[config.mk]
export PLATFORM = sky130hd
export DESIGN_NAME = mips_multicycle_ctrl
export DESIGN_NICKNAME = d
export VERILOG_FILES = /design/src/rtl/mips_multicycle_ctrl.sv
export SDC_FILE = /design/constraint.sdc
export NUM_CORES = 1
export LEC_CHECK = 0
export ABC_AREA = 1
export BUFFER_PORTS_ARGS = -buffer_cell sky130_fd_sc_hd__buf_4
export CAP_MARGIN = 10
export CORE_MARGIN = 2
export CORE_UTILIZATION = 30
export DETAILED_ROUTE_END_ITERATION = 10
export SLEW_MARGIN = 20
export SYNTH_ARGS = -nofsm -noshare
export SYNTH_HDL_FRONTEND = slang
export SYNTH_SLANG_ARGS = --single-unit
[constraint.sdc]
create_clock -name clk -period 1.8 [get_ports clk]
set_input_delay 0.09 -clock clk [delete_from_list [all_inputs] [get_ports clk]]
set_output_delay 0.09 -clock clk [all_outputs]
set_load 0.01 [all_outputs]
[src/rtl/mips_multicycle_ctrl.sv]
// ---------------------------------------------------------------------------
// mips_multicycle_ctrl
//
// Multi-cycle sequencing controller for the 16-bit MIPS datapath. Each
// instruction is stepped through FETCH / DECODE / EXEC / MEM / WB, with one
// set of datapath enables per state. The block also handles the data-memory
// ready handshake, a memory-timeout fault, and run/halt control.
//
// Ports
//   clk          in   system clock, rising edge
//   rst_n        in   asynchronous active-low reset
//   run          in   1 = execute, 0 = stop at the next instruction boundary
//   opcode[3:0]  in   Instr[15:12] from the instruction register
//   eq           in   ALU equality flag (selects the BNE target)
//   mem_ready    in   data memory finished the current access this cycle
//   ir_load      out  load instruction register
//   pc_write     out  PC update strobe; one pulse retires one instruction
//   pc_src       out  0 = PC+1, 1 = branch target
//   reg_dst      out  1 = write Caddr, 0 = write Baddr
//   reg_write    out  register file write enable
//   alu_src      out  0 = register B, 1 = sign-extended offset
//   alu_op[3:0]  out  ALU operation
//   mem_read     out  data memory read request
//   mem_write    out  data memory write request
//   mem_to_reg   out  1 = write-back data comes from memory
//   halted       out  controller is in HALT
//   fault        out  sticky memory-timeout flag
//   state[2:0]   out  current state encoding
//   instr_count  out  retired-instruction counter (wraps)
// ---------------------------------------------------------------------------
module mips_multicycle_ctrl (
    input  logic        clk,
    input  logic        rst_n,
    input  logic        run,
    input  logic [3:0]  opcode,
    input  logic        eq,
    input  logic        mem_ready,
    output logic        ir_load,
    output logic        pc_write,
    output logic        pc_src,
    output logic        reg_dst,
    output logic        reg_write,
    output logic        alu_src,
    output logic [3:0]  alu_op,
    output logic        mem_read,
    output logic        mem_write,
    output logic        mem_to_reg,
    output logic        halted,
    output logic        fault,
    output logic [2:0]  state,
    output logic [15:0] instr_count
);

    typedef enum logic [2:0] {
        S_IDLE   = 3'd0,
        S_FETCH  = 3'd1,
        S_DECODE = 3'd2,
        S_EXEC   = 3'd3,
        S_MEM    = 3'd4,
        S_WB     = 3'd5,
        S_HALT   = 3'd6
    } state_t;

    localparam logic [3:0] OP_RMAX = 4'hA;
    localparam logic [3:0] OP_LW   = 4'hB;
    localparam logic [3:0] OP_SW   = 4'hC;
    localparam logic [3:0] OP_BNE  = 4'hD;
    localparam logic [3:0] OP_HALT = 4'hE;
    localparam logic [3:0] OP_NOP  = 4'hF;
    localparam logic [3:0] ALU_ADD = 4'h0;
    localparam logic [3:0] ALU_SUB = 4'h1;

    state_t      st_q;
    logic [3:0]  op_q;
    logic [3:0]  wcnt_q;
    logic        fault_q;
    logic [15:0] icnt_q;

    // Every instruction boundary funnels through here so a dropped run
    // parks the controller in IDLE instead of fetching.
    function automatic state_t boundary_next(input logic r);
        return r ? S_FETCH : S_IDLE;
    endfunction

    always_ff @(posedge clk or negedge rst_n) begin
        if (!rst_n) begin
            st_q    <= S_IDLE;
            op_q    <= 4'h0;
            wcnt_q  <= 4'h0;
            fault_q <= 1'b0;
            icnt_q  <= 16'h0000;
        end else begin
            if (pc_write) begin
                icnt_q <= icnt_q + 16'd1;
            end
            case (st_q)
                S_IDLE: begin
                    if (run) begin
                        st_q <= S_FETCH;
                    end
                end
                S_FETCH: begin
                    st_q <= S_DECODE;
                end
                S_DECODE: begin
                    op_q <= opcode;
                    if (opcode == OP_HALT) begin
                        st_q <= S_HALT;
                    end else if (opcode == OP_NOP) begin
                        st_q <= boundary_next(run);
                    end else begin
                        st_q <= S_EXEC;
                    end
                end
                S_EXEC: begin
                    if (op_q <= OP_RMAX) begin
                        st_q <= S_WB;
                    end else if (op_q == OP_LW || op_q == OP_SW) begin
                        wcnt_q <= 4'h0;
                        st_q   <= S_MEM;
                    end else if (op_q == OP_BNE) begin
                        st_q <= boundary_next(run);
                    end else begin
                        st_q <= S_IDLE;
                    end
                end
                S_MEM: begin
                    if (mem_ready) begin
                        st_q <= (op_q == OP_SW) ? boundary_next(run) : S_WB;
                    end else if (wcnt_q == 4'hF) begin
                        // Sixteenth cycle still not ready: give up on the bus.
                        fault_q <= 1'b1;
                        st_q    <= S_HALT;
                    end else begin
                        wcnt_q <= wcnt_q + 4'd1;
                    end
                end
                S_WB: begin
                    st_q <= boundary_next(run);
                end
                S_HALT: begin
                    st_q <= S_HALT;
                end
                default: begin
                    st_q <= S_IDLE;
                end
            endcase
        end
    end

    always_comb begin
        ir_load    = 1'b0;
        pc_write   = 1'b0;
        pc_src     = 1'b0;
        reg_dst    = 1'b0;
        reg_write  = 1'b0;
        alu_src    = 1'b0;
        alu_op     = ALU_ADD;
        mem_read   = 1'b0;
        mem_write  = 1'b0;
        mem_to_reg = 1'b0;
        case (st_q)
            S_FETCH: begin
                ir_load = 1'b1;
            end
            S_DECODE: begin
                // op_q is only captured at the end of DECODE, so the NOP
                // retire strobe has to look at the live opcode.
                if (opcode == OP_NOP) begin
                    pc_write = 1'b1;
                end
            end
            S_EXEC: begin
                if (op_q <= OP_RMAX) begin
                    alu_op = op_q;
                end else if (op_q == OP_LW || op_q == OP_SW) begin
                    alu_src = 1'b1;
                end else if (op_q == OP_BNE) begin
                    alu_op   = ALU_SUB;
                    pc_write = 1'b1;
                    pc_src   = ~eq;
                end
            end
            S_MEM: begin
                alu_src   = 1'b1;
                mem_read  = (op_q == OP_LW);
                mem_write = (op_q == OP_SW);
                pc_write  = mem_ready && (op_q == OP_SW);
            end
            S_WB: begin
                reg_write = 1'b1;
                pc_write  = 1'b1;
                if (op_q == OP_LW) begin
                    mem_to_reg = 1'b1;
                    alu_src    = 1'b1;
                end else begin
                    reg_dst = 1'b1;
                    alu_op  = op_q;
                end
            end
            default: begin
            end
        endcase
    end

    assign halted      = (st_q == S_HALT);
    assign fault       = fault_q;
    assign state       = st_q;
    assign instr_count = icnt_q;

endmodule

==> run summary <==
STA classifies the critical path startpoint as a flip-flop. Clock tree synthesis found a total of 28 sinks. The path class of the tightest hold or removal check is in2reg. Traced cell by cell, the critical path runs through inv_2, nand3_2, nor2_2, nor2_4, nand2_4, buf_4. The number of synthesized flops with an enable pin came out at 0. For the worst flop-to-flop path, the logic depth is 7. Data on the critical path arrives at its endpoint at 1600 ps. The post-synthesis cell type count came out at 27.

The startpoint identified for the worst register-to-register timing path is instr_count[0]$_DFFE_PN0P_. The most used flip-flop cell after synthesis is dfrtp_1. The share of power burned in combinational logic is 0.433. The sum of buffers and inverters on the critical path came out at 2. The buffer depth of the longest clock path is 2.

The final standard cell area without fillers is 0.00232 mm2. The worst max-slew margin expressed relative to the limit is 0.753. The net count of the mapped netlist came out at 283.

The largest total area in the synthesized netlist belongs to dfrtp_1. Setup repair after global routing left no endpoint under its margin. The detailed-route wire length per cell came out at about 12 um. The final layout contains routed wiring with a total length of between 4000 and 5000 um. The final layout net count is 330.

The count of antenna-violating nets left after detailed routing came out at 0. The overall power after layout is ~2.3 mW. The worst hold path begins at opcode[2]. In this run the cell area of the synthesized design comes to 0.00184 mm2. The count of placed standard cells including taps is approximately 390. TritonCTS created 3 clock buffers.

The wire length of the first global-routing pass is between 7000 and 8000 um. The worst register-to-register path ends at instr_count[8]$_DFFE_PN0P_. The share of the cycle needed by the critical path after routing came out at 0.938. After synthesis, the cell types taking the most area are dfrtp_1 (38%), nand2_1 (20%), nand3_1 (9.3%).

The cell at the slowest stage of the critical path is dfrtp_2. Of the total power, the share spent switching nets is 0.431. The kind of end point of the critical path is an output pin. The first routing iteration left 139 violations.

The number of max-cap violations is 0. The total negative slack came out at 0 ps. The run finished with clean final reports. In this run the clock root is driven by a clkbuf_8.

The first-pass iteration count of the detailed router came out at 4. The share of the yosys chip area belonging to registers came out at 0.381. Dividing the detail-routed via count by the number of cells gives 4.66.

The sequential share of power came out at 0.418. The gate count after technology mapping is 272. The post-layout instance count excluding filler cells came out at 392. The required time of the critical path came out at about 1700 ps. Summed over all nets, the switching power comes to 989 uW. The later-pin clock latency in the skew report came out at between 200 and 300 ps. Among cell families on the critical path, the largest total delay comes from simple AND/OR/NAND/NOR gates. The floorplan die width is 82.3 um.

The leakage power figure is 1.19 nW. The fraction of layout instances using a drive strength above 1 came out at 0.208. The boundary pin count is 43. Input and output buffers added on the ports amount to 42. Summed over all nets, the half-perimeter wirelength after detailed placement is 3470 um. The worst clock skew on the final layout came out at 2.55 ps.

The number of hold violations in the final report was 0. In this run the worst path has a maximum fanout of 17. The vertical die dimension is 82.3 um. The post-place instance area came out at 0.00223 mm2. The area enclosed by the die boundary came out at 0.00677 mm2.

The initial antenna violation count is 0. The path length in cells of the critical path is 6. For this run the aggregate overflow at the end of global routing stands at 0.

The post-layout utilization of the core is 0.392. The cell depth of the worst min-delay path came out at 3. The routability congestion estimate from global placement came out at roughly 0.81. The final-report max-slew violation count is 0. The worst setup path is of the reg2out kind. The number of warnings reported in the yosys synthesis log is 0.

The overall fraction of global-route tracks in use came out at 0.147. 0 antenna diodes ended up in the layout. In the routed design, unresolved DRC markers number 0.

The starting utilization of the core area came out at 0.311. The async set-reset flop share out of synthesis is 1.00. The proportion of netlist area held by the largest area contributor came out at 0.381. TritonCTS built the clock tree. The clock slew seen by the registers of the worst setup and hold paths came out at 90 ps. The internal power of the cells totals between 1 and 1.5 mW. The floorplan has 28 rows. The detailed router placed approximately 1,800 vias in this run. The power density relative to cell area came out at roughly 1000 mW/mm2. The total area inside the core boundary comes to 0.00592 mm2. The slew at the pin with the worst max-slew slack is 370 ps. Of the total power, the clock network draws 0.149. Subtracting the final worst setup slack from the clock period gives approximately 1700 ps. The path with the worst hold slack has its endpoint at op_q[2]$_DFFE_PN0P_. The average instance in the mapped netlist occupies 6.76 um2. The worst-case IR drop observed on VDD is 742 uV. Across all register-to-register paths, the minimum setup slack is 250 ps. The final setup violation count came out at 0. Entering global routing, the biggest net connects 29 pins. The signed area change from the synthesized netlist to the final layout is 26.2%. The worst stage delay on the critical path is 500 ps. The flip-flop and latch count after synthesis is 28.

The via count of the first global-routing pass is 1,672. The H-tree depth is 1. The maximum frequency from static timing analysis is 592 MHz.
==> cells in the mapped netlist, drive strengths merged (2+ instances only) <==
master	number
nand3	37
inv	28
a21oi	6
ha	2
nor2	38
xor2	4
dfrtp	28
xnor2	4
nand2	100
buf	3
o21ai	10
nand4	5
==> metrics by stage <==
| step | setup WS (ps) | hold slack [ps] |
|---|---|---|
| detailed placement | 123 | 42.5 |
| global route | 0.335 | 39.9 |
| finish | 111 | 36.6 |
| CTS | 35.2 | 28.5 |
| global placement | 154 | 37.6 |
| floorplan | 399 | -206 |
==> final cells by class <==
class	count	area, um2
inverter	28	105
timing repair buffer	45	340
sequential	28	704
fill	647	3600
clock buffer	3	41.3
tap	75	93.8
multi-input combinational	213	1040
==> power groups by stage <==
| stage | clock network, mW | registers (mW) | logic, mW |
|---|---|---|---|
| floorplan | 0 | 0.938 | 0.607 |
| global placement | 0 | 0.948 | 0.966 |
| detailed placement | 0 | 0.950 | 0.973 |
| CTS | 0.359 | 0.943 | 0.982 |
| global route | 0.386 | 0.986 | 1.11 |
| finish | 0.343 | 0.958 | 0.992 |
==> registers in the layout, summed over array words and instances (netlist names) <==
name and count:
instr_count 16, op_q 4, wcnt_q 4, state 3, fault 1
==> cell families (layout without fill, tap and decap cells) <==
logic type                 Yosys count  count (layout)  synth area share
AOI/OAI and AO/OA                   19              19            0.0612
DFF                                 28              28             0.381
and+or+nand+nor                    184             184             0.435
buffers and inverters               31              76            0.0714
adders and majority gates            2               2            0.0136
xor gates and xnor gates             8               8            0.0381
==> worst max path at each step <==
stage,from,endpoint
2_1_floorplan,state[1]$_DFFE_PN0P_,instr_count[4]$_DFFE_PN0P_
3_3_place_gp,state[2]$_DFFE_PN0P_,pc_write
3_5_place_dp,op_q[3]$_DFFE_PN0P_,pc_write
4_1_cts,state[0]$_DFFE_PN0P_,pc_write
5_1_grt,state[2]$_DFFE_PN0P_,pc_write
6_report,state[2]$_DFFE_PN0P_,pc_write
==> per-layer routing <==
layer	up-vias	track usage	wire (um)
met5	-	0	0
met4	0	0.0200	16
met3	2	0.0326	284
met2	54	0.235	2040
met1	817	0.208	2200
li1	955	-	-
==> worst reg2reg max path, stage by stage, from the launching register on <==
cell and delay, ps:
dfrtp_1 470, ha_1 290, inv_1 60, nor2_1 280
nand2_1 110, xnor2_1 130, nand2_1 60, nand2_1 40
==> placed cells by master (no fill, tap or decap), drive strengths merged <==
cell and n:
a31oi 1, nor2 38, xor2 4, or2 1, inv 28, nand4 5, nor3 1, nand3b 1
xnor2 4, nand2 100, a21oi 6, o21bai 1, o21a 1, ha 2, dlygate4sd3 1, buf 44
clkbuf 3, o21ai 10, dfrtp 28, nand3 37, nor4 1
==> timing repair <==
action                                  in CTS  in global routing
endpoints found under the hold margin       28                  0
setup buffers                                1                  0
endpoints found under the setup margin       2                  3
resized for setup                            1                  8
hold buffers                                 1                  0
pin swaps                                    1                  0
No activity file was read; power rests on OpenSTA's default activity.
